<file path="src/rtl/elevator_scheduler_if.sv">
// Call/status bundle between the request source and the elevator scheduler.
// With ELEVATOR_ESTOP_EN defined, the bundle also carries the estop input.
interface elevator_scheduler_if #(
    parameter int NUM_FLOORS = 4,
    parameter int FLOOR_W    = 2
);
    logic [NUM_FLOORS-1:0] req;
    logic [FLOOR_W-1:0]    current_floor;
    logic                  direction;
    logic                  door;
    logic                  moving;
    logic [NUM_FLOORS-1:0] pending;
`ifdef ELEVATOR_ESTOP_EN
    logic                  estop;

    modport master (output req, estop,
                    input  current_floor, direction, door, moving, pending);
    modport slave  (input  req, estop,
                    output current_floor, direction, door, moving, pending);
`else
    modport master (output req,
                    input  current_floor, direction, door, moving, pending);
    modport slave  (input  req,
                    output current_floor, direction, door, moving, pending);
`endif
endinterface

</file>
<file path="src/rtl/elevator_scheduler.sv">
// SCAN-order scheduler for one elevator car, with floor travel and door dwell timing.
// Optional ELEVATOR_ESTOP_EN adds an estop input that freezes travel, departure and dwell.
module elevator_scheduler #(
    parameter int NUM_FLOORS    = 4,
    parameter int FLOOR_W       = 2,
    parameter int TRAVEL_CYCLES = 2,
    parameter int DOOR_CYCLES   = 3
) (
    input logic                 clk,
    input logic                 reset_n,
    elevator_scheduler_if.slave bus
);
    localparam int TW = (TRAVEL_CYCLES > 1) ? $clog2(TRAVEL_CYCLES) : 1;
    localparam int DW = (DOOR_CYCLES > 1) ? $clog2(DOOR_CYCLES) : 1;

    typedef enum logic [1:0] {IDLE, MOVE, DOOR} state_t;

    state_t                state;
    logic [FLOOR_W-1:0]    floor_q;
    logic                  direction_q;
    logic                  door_q;
    logic                  moving_q;
    logic [NUM_FLOORS-1:0] pending_q;
    logic [TW-1:0]         travel_cnt;
    logic [DW-1:0]         door_cnt;
    logic                  halt;

`ifdef ELEVATOR_ESTOP_EN
    assign halt = bus.estop;
`else
    assign halt = 1'b0;
`endif

    // True when any set bit of p lies strictly above (up=1) or below (up=0) floor f.
    function automatic logic any_beyond(input logic [NUM_FLOORS-1:0] p,
                                        input logic [FLOOR_W-1:0] f, input logic up);
        any_beyond = 1'b0;
        for (int i = 0; i < NUM_FLOORS; i++)
            if ((up && i > int'(f)) || (!up && i < int'(f)))
                any_beyond = any_beyond | p[i];
    endfunction

    function automatic logic [NUM_FLOORS-1:0] floor_mask(input logic [FLOOR_W-1:0] f);
        floor_mask = {{(NUM_FLOORS-1){1'b0}}, 1'b1} << f;
    endfunction

    logic [FLOOR_W-1:0]    step_floor;
    logic [NUM_FLOORS-1:0] captured;
    logic                  ahead_here, behind_here, ahead_next;

    // NOTE: every combinational output gets a value on every path, so no latch is inferred.
    always_comb begin
        step_floor  = direction_q ? floor_q + FLOOR_W'(1) : floor_q - FLOOR_W'(1);
        captured    = pending_q | bus.req;
        ahead_here  = any_beyond(pending_q, floor_q, direction_q);
        behind_here = any_beyond(pending_q, floor_q, !direction_q);
        ahead_next  = any_beyond(pending_q, step_floor, direction_q);
    end

    // NOTE: sequential state uses non-blocking assignments only; a later assignment to
    // pending_q in the same cycle overrides the default capture, which is how clear wins.
    always_ff @(posedge clk) begin
        if (!reset_n) begin
            state       <= IDLE;
            floor_q     <= '0;
            direction_q <= 1'b1;
            door_q      <= 1'b0;
            moving_q    <= 1'b0;
            pending_q   <= '0;
            travel_cnt  <= '0;
            door_cnt    <= '0;
        end else begin
            pending_q <= captured;
            case (state)
                IDLE: begin
                    if (pending_q[floor_q]) begin
                        state     <= DOOR;
                        door_q    <= 1'b1;
                        door_cnt  <= '0;
                        pending_q <= captured & ~floor_mask(floor_q);
                    end else if (!halt && (ahead_here || behind_here)) begin
                        state      <= MOVE;
                        moving_q   <= 1'b1;
                        travel_cnt <= '0;
                        if (!ahead_here)
                            direction_q <= !direction_q;
                    end
                end
                MOVE: begin
                    if (!halt) begin
                        if (travel_cnt == TW'(TRAVEL_CYCLES - 1)) begin
                            travel_cnt <= '0;
                            floor_q    <= step_floor;
                            if (pending_q[step_floor]) begin
                                state     <= DOOR;
                                moving_q  <= 1'b0;
                                door_q    <= 1'b1;
                                door_cnt  <= '0;
                                pending_q <= captured & ~floor_mask(step_floor);
                            end else if (!ahead_next) begin
                                state    <= IDLE;
                                moving_q <= 1'b0;
                            end
                        end else begin
                            travel_cnt <= travel_cnt + TW'(1);
                        end
                    end
                end
                DOOR: begin
                    // Calls for the open floor are absorbed for the whole dwell.
                    pending_q <= captured & ~floor_mask(floor_q);
                    if (!halt) begin
                        if (door_cnt == DW'(DOOR_CYCLES - 1)) begin
                            state  <= IDLE;
                            door_q <= 1'b0;
                        end else begin
                            door_cnt <= door_cnt + DW'(1);
                        end
                    end
                end
                default: state <= IDLE;
            endcase
        end
    end

    assign bus.current_floor = floor_q;
    assign bus.direction     = direction_q;
    assign bus.door          = door_q;
    assign bus.moving        = moving_q;
    assign bus.pending       = pending_q;
endmodule

</file>
<file path="src/flat_wrapper.sv">
// flat-port wrapper written by rule: the top's interface ports become plain ports
module elevator_scheduler_flat 
#(
    parameter int NUM_FLOORS    = 4,
    parameter int FLOOR_W       = 2,
    parameter int TRAVEL_CYCLES = 2,
    parameter int DOOR_CYCLES   = 3
)
  (clk, reset_n, bus_req, bus_current_floor, bus_direction, bus_door, bus_moving, bus_pending);
  elevator_scheduler_if #(.NUM_FLOORS(NUM_FLOORS), .FLOOR_W(FLOOR_W)) bus_i ();
  input logic clk;
  input logic reset_n;
  input wire logic [$bits(bus_i.req)-1:0] bus_req;
  output wire logic [$bits(bus_i.current_floor)-1:0] bus_current_floor;
  output wire logic [$bits(bus_i.direction)-1:0] bus_direction;
  output wire logic [$bits(bus_i.door)-1:0] bus_door;
  output wire logic [$bits(bus_i.moving)-1:0] bus_moving;
  output wire logic [$bits(bus_i.pending)-1:0] bus_pending;
  assign bus_i.req = bus_req;
  assign bus_current_floor = bus_i.current_floor;
  assign bus_direction = bus_i.direction;
  assign bus_door = bus_i.door;
  assign bus_moving = bus_i.moving;
  assign bus_pending = bus_i.pending;
  elevator_scheduler #(.NUM_FLOORS(NUM_FLOORS), .FLOOR_W(FLOOR_W), .TRAVEL_CYCLES(TRAVEL_CYCLES), .DOOR_CYCLES(DOOR_CYCLES)) u_core (.clk(clk), .reset_n(reset_n), .bus(bus_i));
endmodule
</file>
<file path="config.mk">
export PLATFORM = sky130hd
export DESIGN_NAME = elevator_scheduler_flat
export DESIGN_NICKNAME = d
export VERILOG_FILES = /design/src/rtl/elevator_scheduler_if.sv /design/src/rtl/elevator_scheduler.sv /design/src/flat_wrapper.sv
export SDC_FILE = /design/constraint.sdc
export NUM_CORES = 1
export LEC_CHECK = 0
export ABC_AREA = 1
export BUFFER_PORTS_ARGS = -buffer_cell sky130_fd_sc_hd__buf_4
export CORE_MARGIN = 3
export CORE_UTILIZATION = 30
export DETAILED_ROUTE_END_ITERATION = 6
export PLACE_DENSITY_LB_ADDON = 0.2
export REMOVE_ABC_BUFFERS = 1
export SLEW_MARGIN = 20
export SYNTH_ARGS = -nofsm -noshare
export SYNTH_HDL_FRONTEND = slang
export SYNTH_SLANG_ARGS = --single-unit
</file>
<file path="constraint.sdc">
create_clock -name clk -period 2 [get_ports clk]
set_clock_uncertainty 0.05 [all_clocks]
set_input_delay 0.6 -clock clk [delete_from_list [all_inputs] [get_ports clk]]
set_output_delay 0.6 -clock clk [all_outputs]
set_load 0.01 [all_outputs]
</file>
# After elaboration in Yosys (flattened, before gate mapping)
# Cells that the tools add are included.
[totals]
in_bits = 6
register_bits = 14
word_cells = 140
[classes]
n_eq_ne = 12
reduce_logical = 36
n_mux = 48
magnitude_cmp = 14
addsub = 4
shift = 2
n_bitwise = 16
[op_table]
columns = ["cell", "count"]
rows = [
  ["1-bit two-way mux", 26],
  ["2-bit two-way mux", 11],
  ["1-bit logical AND", 18],
  ["5-bit AND reduction", 3],
  ["4-bit two-way mux", 3],
  ["2-bit one-hot mux with 3 select lines", 2],
  ["4-bit one-hot mux with 3 select lines", 1],
  ["2-bit by 1-bit != test with 1-bit output (second input constant)", 5],
  ["1-bit bitwise OR", 9],
  ["4-bit AND", 2],
  ["2-bit greater-than comparator (first input constant)", 4],
  ["1-bit by 2-bit less-than comparator with 1-bit output (first input constant)", 4],
  ["4-bit NOT", 2],
  ["4-bit AND reduction", 2],
  ["1-bit by 2-bit left shift with 4-bit output (first input constant)", 2],
  ["1-bit logical OR", 7],
  ["2-bit by 3-bit less-than comparator with 1-bit output (second input constant)", 2],
  ["2-bit by 1-bit adder with 2-bit output (second input constant)", 2],
  ["1-bit binary-select mux with 2-bit select", 2],
  ["2-bit equality test (second input constant)", 2],
  ["1-bit by 2-bit greater-than comparator with 1-bit output (first input constant)", 2],
  ["2-bit less-than comparator (first input constant)", 2],
  ["2-bit != test (second input constant)", 2],
  ["4-bit bitwise OR", 1],
  ["14 further kinds", 16],
]

# Longest topological paths before layout
[depth]
word_depth = 15
mapped_depth = 14

# Worst setup path before layout
# No wires, ideal clock.
[synth_path]
path_kind = "reg-to-reg"
from = "register u_core.floor_q[0], in the netlist u_core.bus.current_floor[0]"
to = "register u_core.pending_q[1], in the netlist u_core.bus.pending[1]"
path_slack_ns = 0.113
stages_incl_launch_ff = 13
arrival_ns = 1.724
setup_time_ns = 0.113
n_path_buf = 0
synth_period_minus_slack_ns = 1.887
cell_sequence = "dfxtp_1 inv_2 ha_1 inv_1 nand2_1 nand2_2 inv_1 nand2_1 nand2_1 nand2_2 nand4_1 o21ai_1 inv_1"
[synth_between]
elab_chain_cells = 8
word_cells_on_any_way = 17
[synth_lines]
columns = ["element", "line", "source"]
rows = [
  ["from (decl)", "elevator_scheduler.sv:19", "logic [FLOOR_W-1:0] floor_q;"],
  ["from (signal assigned)", "elevator_scheduler.sv:93", "floor_q <= step_floor;"],
  ["branches (longest 7 deep; another with 2-bit by 1-bit subtractor with 2-bit output)", "--", ""],
  ["4-bit one-hot mux with 3 select lines (*)", "elevator_scheduler.sv:74", "case (state)"],
  ["to (signal assigned)", "elevator_scheduler.sv:73", "pending_q <= captured;"],
  ["to (signal assigned)", "elevator_scheduler.sv:80", "pending_q <= captured & ~floor_mask(floor_q);"],
  ["to (signal assigned)", "elevator_scheduler.sv:99", "pending_q <= captured & ~floor_mask(step_floor);"],
  ["to (decl)", "elevator_scheduler.sv:23", "logic [NUM_FLOORS-1:0] pending_q;"],
]
# Mark *: on every way between the ends. The select of a mux whose other input is x is not followed.
# A chain may end at the register's enable or synchronous reset.

# Final worst setup path
[layout_path]
from = "register u_core.floor_q[0], in the netlist u_core.bus.current_floor[0]"
to = "register u_core.pending_q[2], in the netlist u_core.bus.pending[2]"
# The elaborated chain is that of the path after synthesis.

==> results by group <==
Detailed routing
  – Detail Route Antenna Nets: 0
  – Drt total wl: 2.64 mm
  – DRT iter0 DRCs: 67
  – 1st-pass router iterations: 4
  – Vias: 1052
  – Post-route DRC: 0
  – WL/cell: 11.7 um
  – Routed vias/inst: 4.68

Job
  – Maxcap violations: 0

Logic synthesis
  – Most frequent cell after synthesis: nand2_1
  – Ys async rst share: 0%
  – FF+latch count, synth: 14
  – Sequential fraction of the synthesis area: 28.2%
  – Post-synth top area share: 28.2%
  – Synthesized cell area: 993 um2
  – EDFF count, synth: 0
  – Unique masters post-synth: 19
  – Synth Warn #: 0
  – Post-synth top cells: nand2_1 (43), inv_1 (26), o21ai_0 (18)
  – Main synth FF type: dfxtp_1
  – Leading area contributor after synthesis: dfxtp_1
  – Mapped Cells: 161
  – Largest cells by area after synthesis: dfxtp_1 (28%), nand2_1 (16%), inv_1 (9.8%)
  – Mean Syn Cell Area: 6.17 um2

Critical path
  – Reg-to-reg setup timing slack: 200 ps
  – Worst EP required: 2140 ps
  – Crit path kind: flip-flop to flip-flop
  – Arr. time, crit path: 1940 ps
  – Worst r2r path cells: 12
  – Critical R2R Launch: u_core.bus.current_floor[0]
  – Worst setup EP type: flip-flop
  – FF-to-FF End: u_core.bus.pending[2]
  – Crit path launch type: flip-flop
  – Worst-path maximum fanout: 5
  – Critical Path Start: u_core.bus.current_floor[0]

Final layout
  – Fill cell count: 348
  – Total Nets Final: 195
  – Share of layout cells above drive strength 1: 16.6%
  – Final Util: 39.0%
  – Antenna cells: 0
  – Synthesis-to-layout area growth: 21.7%

Clocking
  – CTS buffer count: 3
  – # hold bufs at CTS: 0
  – Root Driver: clkbuf_4
  – Setup bufs post-CTS: 0
  – CTS tree: done
  – Worst-Skew Late Latency: 280 ps
  – Clk slew on worst S/H paths: 100 ps
  – Clock sink count: 14
  – Resized cells post-CTS: 0
  – H-tree depth: 1
  – Max Root-Sink Buffers: 2

Timing
  – Worst slew pin tran: 303 ps
  – Max-slew violations: 0
  – Setup TNS: 0 ps
  – Tmin final: 1800 ps
  – RSZ-0062 raised after global routing: no
  – Hold Vio Cnt, Final: 0
  – Final setup violation count: 0
  – Slew margin rel.: 79.6%
  – Tcrit/Tclk final: 90.2%
  – FMAX: 554 MHz

Die
  – Die area: 4040 um2
  – Starting Density: 32.0%
  – Rows: 20
  – Die Wd: 63.5 um
  – Core Region: 3100 um2
  – Die height: 63.5 um
  – Number of placed I/O pins: 15

Min path
  – Worst hold path type: flip-flop to flip-flop
  – Hold Crit Start: u_core.bus.door
  – WHS Endpoint: u_core.bus.door
  – Hold path depth: 2

Global routing
  – Total grt overflow: 0
  – GRT Overall Usage: 14.7%
  – Initial antenna violation count: 0
  – Global-route wire length before repair: 4.79 mm
  – Vias in the first global route: 1056
  – Pin count of the biggest net entering global routing: 11

Power
  – Psw: 0.684 mW
  – Gate power share: 54.3%
  – Static Leak: 0.598 nW
  – Power share of the clock group: 15.1%
  – Internal: 0.760 mW
  – Switching part of the total: 47.4%
  – Pwr/cell area: 1190 nW/um2
  – Peak VDD IR: 0.512 mV
  – Flop pwr share: 30.6%

Place
  – I/O Buffers: 14
  – Dpl hpwl: 2.04 mm
  – Final GP Congestion: 0.946

Run status
  – Status: finished clean
-- cell type report --
type	instances	area [um2]	area share [%]
inverter	27	101	8.39
clock buffer	4	36.3	3.00
timing repair buffer	18	135	11.2
multi-input combinational	118	601	49.7
sequential	14	280	23.2
tap	44	55.1	4.55
-- metal layers --
layer,track usage [%],share of wire [%],up-vias
met5,0,0,-
met4,5.66,1.1,0
met3,3.03,5.4,4
met2,22.2,43,28
met1,20.3,50,467
li1,-,-,553
-- metrics by stage --
step / setup slack, ps / cell area [um2] / cells / hold WS (ps) / power (mW)
floorplan: 113 / 982 / 159 / 399 / 0.995
global placement: 180 / 1170 / 221 / 383 / 1.23
detailed placement: 166 / 1170 / 221 / 387 / 1.23
CTS: 139 / 1210 / 225 / 402 / 1.45
global route: 6.64 / 1210 / 225 / 445 / 1.62
finish: 195 / 1210 / 225 / 398 / 1.44
-- critical path, stage by stage (launching register included) --
cell     delay [ps]
dfxtp_1         360
inv_2            50
ha_1            300
inv_1            80
nand2_1          80
nand2_2         110
inv_1            50
nand2_1          50
nand2_1          60
nand2_2          90
nand4_1         190
nor2_1          190
nor2_1           60
-- registers in the layout (all words and copies together), names as in the netlist --
| signal | flops |
|---|---|
| u_core.bus.pending | 4 |
| u_core.bus.current_floor | 2 |
| u_core.door_cnt | 2 |
| u_core.state | 2 |
| u_core.bus.direction | 1 |
| u_core.bus.door | 1 |
| u_core.bus.moving | 1 |
| u_core.travel_cnt | 1 |
-- placed cells by master (no fill, tap or decap), drive strengths merged --
cell	synthesis	layout
inv	27	27
o31ai	1	1
nor2	17	17
nand2	46	46
buf	1	18
nand3	12	12
nand4	6	6
or2	1	1
ha	7	7
o21ai	20	20
clkbuf	1	4
dfxtp	14	14
a21oi	8	8
-- how the worst max path moves through the flow --
stage,end,slack [ps]
global route,u_core.bus.pending[2],7
finish,u_core.bus.pending[2],200
global placement,u_core.state[0],180
detailed placement,u_core.travel_cnt,170
CTS,u_core.travel_cnt,140
floorplan,u_core.bus.pending[1],110
-- power groups by stage --
stage          Sequential, mW  Clock [mW]  Combinational (mW)
2_1_floorplan           0.455           0               0.541
3_3_place_gp            0.450           0               0.781
3_5_place_dp            0.449           0               0.781
4_1_cts                 0.441       0.225               0.785
5_1_grt                 0.463       0.239               0.921
6_report                0.442       0.218               0.784
-- logic make-up (layout without fill, tap and decap cells) --
logic type,Yosys count,in the layout,share of synthesized area [%]
AND/OR/NAND/NOR,82,82,36.4
AO/OA/AOI/OAI,29,29,15.2
buffers and inverters,29,49,11.3
flip-flops,14,14,28.2
adder cells (fa/ha/maj),7,7,8.82
No activity file was read; power rests on OpenSTA's default activity.
